==> config.mk <==
export PLATFORM = sky130hd
export DESIGN_NAME = alu_control_mdu
export DESIGN_NICKNAME = d
export VERILOG_FILES = /design/src/rtl/alu_control_mdu.sv
export SDC_FILE = /design/constraint.sdc
export NUM_CORES = 1
export LEC_CHECK = 0
export BUFFER_PORTS_ARGS = -buffer_cell sky130_fd_sc_hd__buf_2
export CORE_ASPECT_RATIO = 1.4
export CORE_MARGIN = 2
export CORE_UTILIZATION = 60
export DETAILED_ROUTE_END_ITERATION = 12
export PLACE_DENSITY_LB_ADDON = 0.1
export SLEW_MARGIN = 40
export SYNTH_ARGS = -nofsm -noshare
export SYNTH_HDL_FRONTEND = slang
export SYNTH_SLANG_ARGS = --single-unit
==> constraint.sdc <==
create_clock -name clk -period 8.06 [get_ports clk]
set_input_delay 1.612 -clock clk [delete_from_list [all_inputs] [get_ports clk]]
set_output_delay 1.612 -clock clk [all_outputs]
set_load 0.01 [all_outputs]
==> src/rtl/alu_control_mdu.sv <==
// EX-stage ALU control decoder with a sequential multiply/divide unit and HI/LO registers.
// Radix-2 shift-add multiply and restoring divide on magnitudes, sign fix-up in a final cycle.
module alu_control_mdu #(
  parameter int WIDTH = 32,
  parameter int CNT_W = $clog2(WIDTH + 1)
) (
  input  logic             clk,
  input  logic             rst_n,
  input  logic [1:0]       AluOp,
  input  logic [5:0]       Func,
  input  logic             issue,
  input  logic [WIDTH-1:0] src_a,
  input  logic [WIDTH-1:0] src_b,
  output logic [2:0]       AluCtrl,
  output logic             illegal,
  output logic             md_busy,
  output logic             stall,
  output logic             hilo_sel,
  output logic [WIDTH-1:0] hilo_rdata
);

  typedef enum logic [1:0] {S_IDLE, S_RUN, S_FIX} state_t;

  localparam logic [CNT_W-1:0] LAST = CNT_W'(WIDTH - 1);

  state_t           state;
  logic [CNT_W-1:0] cnt;
  logic [WIDTH-1:0] hi, lo;
  logic [WIDTH-1:0] acc_hi, acc_lo, opnd, a_raw;
  logic             is_div, neg_q, neg_r, dz;

  logic md, mf_hi, mf_lo, mt_hi, mt_lo, accept;

  always_comb begin
    AluCtrl = 3'b010;
    illegal = 1'b0;
    md      = 1'b0;
    mf_hi   = 1'b0;
    mf_lo   = 1'b0;
    mt_hi   = 1'b0;
    mt_lo   = 1'b0;
    if (!AluOp[1]) begin
      AluCtrl = AluOp[0] ? 3'b110 : 3'b010;
    end else begin
      case (Func)
        6'b100000: AluCtrl = 3'b010;
        6'b100010: AluCtrl = 3'b110;
        6'b100100: AluCtrl = 3'b000;
        6'b100101: AluCtrl = 3'b001;
        6'b100110: AluCtrl = 3'b011;
        6'b101010: AluCtrl = 3'b111;
        6'b011000, 6'b011001, 6'b011010, 6'b011011: md = 1'b1;
        6'b010000: mf_hi = 1'b1;
        6'b010010: mf_lo = 1'b1;
        6'b010001: mt_hi = 1'b1;
        6'b010011: mt_lo = 1'b1;
        default:   illegal = 1'b1;
      endcase
    end
  end

  // Handshake: issue marks a valid EX instruction; stall holds it in place.
  // An instruction is consumed on a rising edge where issue & !stall.
  assign stall      = issue & md_busy & (md | mf_hi | mf_lo | mt_hi | mt_lo);
  assign accept     = issue & ~stall;
  assign hilo_sel   = accept & (mf_hi | mf_lo);
  assign hilo_rdata = mf_hi ? hi : (mf_lo ? lo : '0);

  // Operand preparation: Func[0]=0 selects the signed variants, Func[1]=1 the divides.
  logic             op_signed, op_div, a_neg, b_neg;
  logic [WIDTH-1:0] a_mag, b_mag;

  always_comb begin
    op_signed = ~Func[0];
    op_div    = Func[1];
    a_neg     = op_signed & src_a[WIDTH-1];
    b_neg     = op_signed & src_b[WIDTH-1];
    a_mag     = a_neg ? -src_a : src_a;
    b_mag     = b_neg ? -src_b : src_b;
  end

  // One iteration: multiply adds then shifts right; divide shifts left and trial-subtracts.
  logic [WIDTH:0]     mul_sum, div_sh, div_diff;
  logic [WIDTH-1:0]   step_hi, step_lo;
  logic [2*WIDTH-1:0] prod, prod_s;
  logic [WIDTH-1:0]   res_hi, res_lo;

  always_comb begin
    mul_sum  = {1'b0, acc_hi} + (acc_lo[0] ? {1'b0, opnd} : '0);
    div_sh   = {acc_hi, acc_lo[WIDTH-1]};
    div_diff = div_sh - {1'b0, opnd};
    step_hi  = mul_sum[WIDTH:1];
    step_lo  = {mul_sum[0], acc_lo[WIDTH-1:1]};
    if (is_div) begin
      if (!div_diff[WIDTH]) begin
        step_hi = div_diff[WIDTH-1:0];
        step_lo = {acc_lo[WIDTH-2:0], 1'b1};
      end else begin
        step_hi = div_sh[WIDTH-1:0];
        step_lo = {acc_lo[WIDTH-2:0], 1'b0};
      end
    end
  end

  always_comb begin
    prod   = {acc_hi, acc_lo};
    prod_s = neg_q ? -prod : prod;
    res_hi = prod_s[2*WIDTH-1:WIDTH];
    res_lo = prod_s[WIDTH-1:0];
    if (is_div) begin
      if (dz) begin
        res_lo = '1;
        res_hi = a_raw;
      end else begin
        res_lo = neg_q ? -acc_lo : acc_lo;
        res_hi = neg_r ? -acc_hi : acc_hi;
      end
    end
  end

  always_ff @(posedge clk or negedge rst_n) begin
    if (!rst_n) begin
      state   <= S_IDLE;
      cnt     <= '0;
      md_busy <= 1'b0;
      hi      <= '0;
      lo      <= '0;
      acc_hi  <= '0;
      acc_lo  <= '0;
      opnd    <= '0;
      a_raw   <= '0;
      is_div  <= 1'b0;
      neg_q   <= 1'b0;
      neg_r   <= 1'b0;
      dz      <= 1'b0;
    end else begin
      case (state)
        S_IDLE: begin
          if (accept & md) begin
            state   <= S_RUN;
            cnt     <= '0;
            md_busy <= 1'b1;
            acc_hi  <= '0;
            acc_lo  <= op_div ? a_mag : b_mag;
            opnd    <= op_div ? b_mag : a_mag;
            a_raw   <= src_a;
            is_div  <= op_div;
            neg_q   <= a_neg ^ b_neg;
            neg_r   <= a_neg;
            dz      <= op_div & (src_b == '0);
          end
          if (accept & mt_hi) hi <= src_a;
          if (accept & mt_lo) lo <= src_a;
        end
        S_RUN: begin
          acc_hi <= step_hi;
          acc_lo <= step_lo;
          cnt    <= cnt + CNT_W'(1);
          if (cnt == LAST) state <= S_FIX;
        end
        S_FIX: begin
          hi      <= res_hi;
          lo      <= res_lo;
          md_busy <= 1'b0;
          state   <= S_IDLE;
        end
        default: begin
          state   <= S_IDLE;
          md_busy <= 1'b0;
        end
      endcase
    end
  end

endmodule

**Word level (Yosys, flattened, before mapping)**

Index checks and enable logic that the tools add are counted.

- Bits in registers: 205
- Input bits: 75
- Output and inout bits: 39
- Logic and storage cells: 121

- Add/sub/neg operators: 8
- Equality and inequality tests: 21
- Multiplexer cells: 48
- Bitwise operators: 19
- Reductions and logical operators: 12

Operators by type and width:

| cell | count |
|---|---|
| $mux 32 | 20 |
| $pmux 32 s2 | 4 |
| $neg 32->32 | 4 |
| $mux 64 | 1 |
| $neg 64->64 | 1 |
| $eq 6x5->1 const B | 9 |
| $eq 6x6->1 const B | 6 |
| $add 32x32->33 | 1 |
| $sub 33x32->33 | 1 |
| $logic_not 32->1 | 1 |
| $pmux 3 s5 | 1 |
| $mux 1 | 14 |
| $reduce_or 14->1 | 1 |
| $pmux 6 s2 | 1 |
| $reduce_and 2->1 | 6 |
| $and 1x1->1 | 10 |
| $ne 2x2->1 const B | 4 |
| $add 6x1->6 const B | 1 |
| $mux 3 | 2 |
| $mux 6 | 1 |
| $or 1x1->1 | 5 |
| $mux 2 | 2 |
| $pmux 2 s2 | 1 |
| $reduce_bool 2->1 | 2 |
| 7 further kinds | 9 |

**Logic depth before layout (Yosys ltp)**

Gate-level depths: netlist of run 1.

- Depth after elaboration: 14
- Mapped depth: 14
- Gate-level depth less buffers: 13

**Worst setup path after synthesis of run 1**

No wires, ideal clock.

- Path kind: in2out
- Start: input port Func[2]
- End: output port hilo_rdata[10]
- Data arrival time: 2.917 ns
- Required time: 6.448 ns
- Slack: 3.531 ns
- Stages on the path: 6
- Path buffers: 1
- Path through: nor2_1 > nand3_1 > nor4_1 > clkbuf_1 > nand2_1 > a21oi_1

- Longest elaborated chain between the ends: 5
- Elaborated cells on any way between the ends: 8
- Classes of those cells: 2 x eq/ne; 6 x mux

RTL lines:

| element | line | text |
|---|---|---|
| start, declared | 10 | `input logic [5:0] Func,` |
| $eq 6x5->1 | 45 | `case (Func)` |
| $mux 1 | 45 |  |
| $mux 1 | 42 | `if (!AluOp[1]) begin` |
| $mux 32 | 67 | `assign hilo_rdata = mf_hi ? hi : (mf_lo ? lo : '0);` |
| $mux 32 * | 67 |  |
| end, declared | 19 | `output logic [WIDTH-1:0] hilo_rdata` |

Every way passes the cells marked *; elsewhere a longest branch is shown, timed or not.

**Final worst setup path of run 1**

Ends and elaborated chain as after synthesis.

==> impl_results.md, run 1 <==
- YS warnings: 0
- TritonRoute pass-1 iters: 7
- Slew @ Worst Pin: 933 ps
- Final period util: 0.603
- Leakage power total: 8.48 nW
- Die Y: 209 microns
- Clk Tree Root Cell: clkbuf_16
- Postcts setup bufs: 0
- Area growth, synth to finish: 8.23%
- Hold Crit Class: reg2reg
- Post-placement cell count: 2,722
- Final hold slack: 475 ps
- Pwr Total: 5.29 mW
- Startpoint types: primary input
- Grt ovf: 0
- Residual DRC count: 0
- Core area: 29,400 sq um
- Routed via count: 18.5k
- Post-synth EDFFs: 0
- FFs w/ async S/R, synth: 1.00
- Port Buffers: 113
- Peak VDD IR: 213 uV
- Critical Path RT: 6450 ps
- Synthesized flop and latch total: 205
- NetSw: 2.44 mW
- Sw frac: 0.460
- Area contributors post-synth: dfrtp_1, nand2_1, o21ai_0
- GR Util All Layers: 0.414
- Final Hold Viols: 0
- Max Clock Freq: 0.206 GHz
- Clk buf depth: 3
- Initial antenna violation count: 0
- Status: finished, final reports clean
- Seq/Total Area, Yosys: 0.286
- Setup crit end kind: primary output
- Die area: 31,400 sq um
- Most common cell in the netlist: nand2_1
- Netlist Area Pre-Place: 18,000 sq um
- Clock Skews: 14.8 ps
- Yosys top cell area share: 0.286
- Commonest cells post-synth: nand2_1, o21ai_0, dfrtp_1
- WP data arrival: 3250 ps
- Syn Inst Count: 2,378
- TritonCTS Buffers: 24
- Area leader, netlist: dfrtp_1
- # nets final: 2,515
- Fillers: 2,583
- Finished Layout Cells: 2,764
- Combinational Power Share: 0.490
- Initial drt markers: 1,870
- Drt total wl: 65.5 mm
- Pwr Density: 272 nW/um^2
- Final Setup Violations: 0
- Max Slew Vio Count: 0
- PostCTS Resize Cnt: 0
- First-pass GRT wire length: 101 mm
- Post-Syn Area per Cell: 7.55 sq um
- Post-cts hold buffer count: 0
- Post-DP HPWL: 47.7 mm
- CP Max Fanout: 33
- Cell Rows: 74
- CTS tree: built
- FF-to-FF setup slack: 3380 ps
- Die width: 150 microns
- Core Util, Final: 0.662
- Layout cell share with drive strength beyond 1: 0.106
- Final GP Congestion: 0.983
- Syn nets: 2,524
- Library cells used by synthesis: 85
- Primary FF master, synth: dfrtp_1
- Setup TNS: 0 ps
- MaxCap Viol Count: 0
- Internal: 2.86 mW
- WS Path Type: in2out
- Per-cell routed wire length: 23.7 microns
- Via density: 6.69
- Clock transition at path regs: 60 ps
- Clock sinks: 205
- Reg power frac: 0.297
- Antenna violation net count after detailed routing: 0
- Largest net degree at the start of global routing: 137
- Starting Density: 0.612
- N_diodes: 0
- Relative slew slack: 0.370
- Worst-skew pair later-pin latency: 550 ps
- Clock share of power: 0.213
- Period minus WS final: 4860 ps
- Vias in the first global route: 17.5k
- I/O Pins: 114
- CTS H-tree depth: 1
- RSZ-0062 raised after global routing: false
## registers in the layout (all words and copies together), names as in the netlist
register,count
lo,32
state,2
neg_r,1
hi,32
acc_hi,32
acc_lo,32
opnd,32
a_raw,32
dz,1
md_busy,1
is_div,1
cnt,6
neg_q,1
## metrics by stage
step | setup slack (ps) | cell area [sq um]
floorplan | 3530 | 18000
global placement | 3200 | 18600
detailed placement | 3230 | 18600
CTS | 3210 | 19400
global route | 3090 | 19400
finish | 3200 | 19400
## placed cells by master, fill, tap and decap left out, types with 7 or more instances in the layout
cell	instances
o31ai_1	27
inv_1	76
a31oi_1	21
nor2_1	150
nor2b_1	22
buf_4	24
buf_2	111
o22ai_1	32
and3_1	12
and2_1	10
mux2_2	25
a21oi_1	203
nor4_1	15
o21bai_1	13
a21boi_0	7
dfrtp_1	203
a32oi_1	35
o41ai_1	17
xnor2_1	75
ha_1	69
or3_1	16
nand2b_1	24
o211ai_1	30
nand2_1	430
or4_1	15
o221ai_1	8
clkbuf_16	25
a221o_1	15
a21o_1	33
mux2i_1	57
xor2_1	78
nor3_1	47
nand3_1	31
o21a_1	11
a211oi_1	44
nand4_1	15
o21ai_0	211
## critical path, stage by stage
cell	delay (ps)
buf_2	130
nor2_1	140
nand3_1	190
or3_2	750
a21oi_1	250
buf_2	160
## kinds of logic (layout without fill, tap and decap cells)
| kind of cell | count (synthesis) | count (layout) | synth area share |
|---|---|---|---|
| AND/OR/NAND/NOR | 844 | 844 | 0.214 |
| AO/OA/AOI/OAI | 773 | 773 | 0.274 |
| buffers and inverters | 250 | 256 | 0.0540 |
| flip-flops | 205 | 205 | 0.286 |
| XOR/XNOR | 153 | 153 | 0.0746 |
| multiplexers | 82 | 82 | 0.0474 |
| adder cells (fa/ha/maj) | 71 | 71 | 0.0503 |
## layout make-up
type / instances / area, sq um / area share
clock inverters: 9 / 104 / 0.00534
inverters: 76 / 285 / 0.0147
flip-flops and latches: 205 / 5130 / 0.264
well taps: 380 / 475 / 0.0245
clock buffers: 32 / 682 / 0.0351
repair buffers: 139 / 808 / 0.0416
multi-input cells: 1923 / 12000 / 0.615
## metal layers
metal	GRT usage	up-vias	part of all wire
met4	0.224	0	0.061
li1	-	8560	-
met2	0.660	1040	0.46
met5	0	-	0
met3	0.0723	218	0.097
met1	0.531	8676	0.38
## power groups by stage
| stage | Sequential [mW] | Combinational, mW | Clock, mW |
|---|---|---|---|
| CTS | 1.55 | 2.54 | 1.13 |
| floorplan | 1.37 | 2.00 | 0 |
| detailed placement | 1.57 | 2.52 | 0 |
| finish | 1.57 | 2.59 | 1.13 |
| global route | 1.60 | 2.84 | 1.16 |
| global placement | 1.56 | 2.48 | 0 |
## final timing paths
kind / startpoint / endpoint / cells after the start
max in group asynchronous: rst_n / is_div / 3
max reg2reg: acc_lo[0] / acc_hi[29] / 13
max: Func[2] / hilo_rdata[10] / 6
min reg2reg: a_raw[5] / a_raw[5] / 2
min: a_raw[5] / a_raw[5] / 2
min in group asynchronous: rst_n / hi[7] / 1
(Power assumes the default switching activity.)
==> inputs of run 2 (changes only) <==
--- a/config.mk
+++ b/config.mk
@@ -5,6 +5,7 @@
 export SDC_FILE = /design/constraint.sdc
 export NUM_CORES = 1
 export LEC_CHECK = 0
+export ABC_AREA = 1
 export BUFFER_PORTS_ARGS = -buffer_cell sky130_fd_sc_hd__buf_2
 export CORE_ASPECT_RATIO = 1.4
 export CORE_MARGIN = 2
==> constraint.sdc (replaced) <==
create_clock -name clk -period 4.6 [get_ports clk]
set_input_delay 0.92 -clock clk [delete_from_list [all_inputs] [get_ports clk]]
set_output_delay 0.92 -clock clk [all_outputs]
set_load 0.01 [all_outputs]
==> run 2 against run 1 <==
Against the previous run:
- wire length up 43%
- worst hold slack worse by 160 ps
- power rose to 3.1 times the previous value
- via count up 41%
- critical path depth up 8
- largest power group unchanged
==> impl_results.md, run 2 <==
- RR Endpoint: acc_hi[19]
- Final period util: 0.764
- Clk buf depth: 3
- Post-Syn Area per Cell: 5.76 sq um
- Post-layout instance area: 22,800 sq um
- YS warnings: 0
- CTS tree: built
- Dpl cell area: 21,900 sq um
- Drt total wl: 93.8 mm
- Final Setup Violations: 0
- Antenna violation net count after detailed routing: 0
- Port Buffers: 113
- Final GP Congestion: 1.11
- CP max stage delay: 960 ps
- I/O Pins: 114
- Slowest-stage cell, CP: dfrtp_1
- TritonRoute pass-1 iters: 9
- Worst-skew pair later-pin latency: 550 ps
- Primary FF master, synth: dfrtp_1
- Seq/Total Area, Yosys: 0.242
- Critical Path RT: 5090 ps
- Slew @ Worst Pin: 945 ps
- Die area: 36,900 sq um
- Status: finished, final reports clean
- Post-DP HPWL: 70.4 mm
- Post-placement cell count: 4,133
- Pwr Total: 16.4 mW
- Final hold slack: 312 ps
- Period minus WS final: 3510 ps
- # nets final: 3,849
- Core Util, Final: 0.654
- Area of the multi-input gates: 13,600 sq um
- FF-to-FF setup slack: 1090 ps
- TritonCTS Buffers: 24
- GR Util All Layers: 0.510
- Yosys top cell area share: 0.242
- Cell Rows: 81
- Crit-path cells: ha_1 -> nand2_1 -> inv_1 -> nand2_1 -> nand2_1 -> a21oi_1 -> nand2_2 -> nand2_2 -> nand3_1 -> nand2_4 -> nand3_1 -> nand3_1 -> nand2_1 -> nand2_1
- WS Path Type: reg2reg
- Layout cell share with drive strength beyond 1: 0.0718
- Buf/Inv on CP: 1
- CP Max Fanout: 32
- Leakage power total: 12.5 nW
- Finished Layout Cells: 4,183
- CTS H-tree depth: 1
- Clk Tree Root Cell: clkbuf_16
- Commonest cells post-synth: nand2_1, inv_1, nand3_1
- Library cells used by synthesis: 54
- Largest net degree at the start of global routing: 116
- Core area: 34,900 sq um
- Relative slew slack: 0.370
- Hold Crit Class: in2async
- PostCTS Resize Cnt: 0
- R2R depth: 14
- Setup TNS: 0 ps
- Clock Skews: 20.7 ps
- Postcts setup bufs: 0
- Final Hold Viols: 0
- CP most frequent cell: nand2_1
- Startpoint types: register
- Clock sinks: 205
- Commonest non-fill, non-tap cell in the layout: nand2_1
- Via density: 6.23
- Area contributors post-synth: dfrtp_1, nand2_1, nand3_1
- WP data arrival: 4010 ps
- Met3 WL post-DR: 12.2 mm
- Max Clock Freq: 0.285 GHz
- Initial drt markers: 3,572
- FFs w/ async S/R, synth: 1.00
- Die Y: 227 microns
- Per-cell routed wire length: 22.4 microns
- Netlist Area Pre-Place: 21,200 sq um
- First-pass GRT wire length: 141 mm
- Initial antenna violation count: 14
- Max Slew Vio Count: 0
- Most common cell in the netlist: nand2_1
- MaxCap Viol Count: 0
- Syn nets: 3,828
- Area growth, synth to finish: 7.43%
- Syn Inst Count: 3,682
- RR Startpoint: acc_hi[14]
- Wire length on met1: 29.5 mm
- Setup crit end kind: register
- FF/Latch Area: 5130 sq um
- Synthesized flop and latch total: 205
- Post-synth EDFFs: 0
- Most frequent cells in the layout: nand2_1, inv_1, nand3_1
- Pwr Density: 721 nW/um^2
- Area leader, netlist: dfrtp_1
- CP delay by family, top: simple AND/OR/NAND/NOR gates
- Routed length on met2: 39.5 mm
- RSZ-0062 raised after global routing: false
- Residual DRC count: 0
- Routed via count: 26.1k
- Final setup margin: 1090 ps
- Vias in the first global route: 24.3k
- Setup slack after placement: 927 ps
- Fillers: 3,353
- Die width: 163 microns
- Clock transition at path regs: 70 ps
- Max layer used: met5
- Peak VDD IR: 489 uV
- Starting Density: 0.609
- Grt ovf: 0
- Post-cts hold buffer count: 0
==> run 2: changes by cell type in the layout (fill, tap and decap cells not counted), moves of 56 or more <==
cell	change
mux2i_1	-56
inv_1	+381
nand3_1	+386
xnor2_1	-71
nor2_1	+205
nand2_1	+852
==> run 2: cell type report <==
cell class,instances,area share
clock buffer,30,0.0296
clock inverter,14,0.00861
inverter,477,0.0792
antenna,6,0.000658
tap,456,0.0250
sequential,205,0.225
multi-input combinational,2854,0.597
timing repair buffer,141,0.0351
==> run 2: worst max-delay path by stage <==
stage / cells past startpoint / startpoint / to
final: 14 / acc_hi[14] / acc_hi[19]
after global routing: 17 / acc_hi[0] / acc_hi[19]
after CTS: 13 / Func[3] / hilo_sel
after detailed placement: 13 / Func[3] / acc_lo[22]
after global placement: 12 / Func[3] / acc_lo[26]
after floorplan: 4 / Func[1] / illegal
==> run 2: per-layer routing <==
layer / track usage / up-vias
met3: 0.194 / 697
met2: 0.780 / 1980
met5: 0.0110 / -
li1: - / 11831
met1: 0.528 / 11538
met4: 0.498 / 20
==> run 2: power breakdown <==
group          switching, mW  internal [mW]  total [mW]
Clock                  0.879           1.28        2.15
Sequential              1.32           2.57        3.89
Combinational           7.31           3.08        10.4
Total                   9.52           6.92        16.4
==> run 2: kinds of logic after synthesis <==
logic type      count (synthesis)  share of synthesized area
simple gates                 2215                      0.439
buf+inv                       623                      0.119
compound gates                509                      0.133
flops                         205                      0.242
fa+ha+maj                      71                     0.0426
xor+xnor                       58                     0.0239
mux                             1                   0.000472
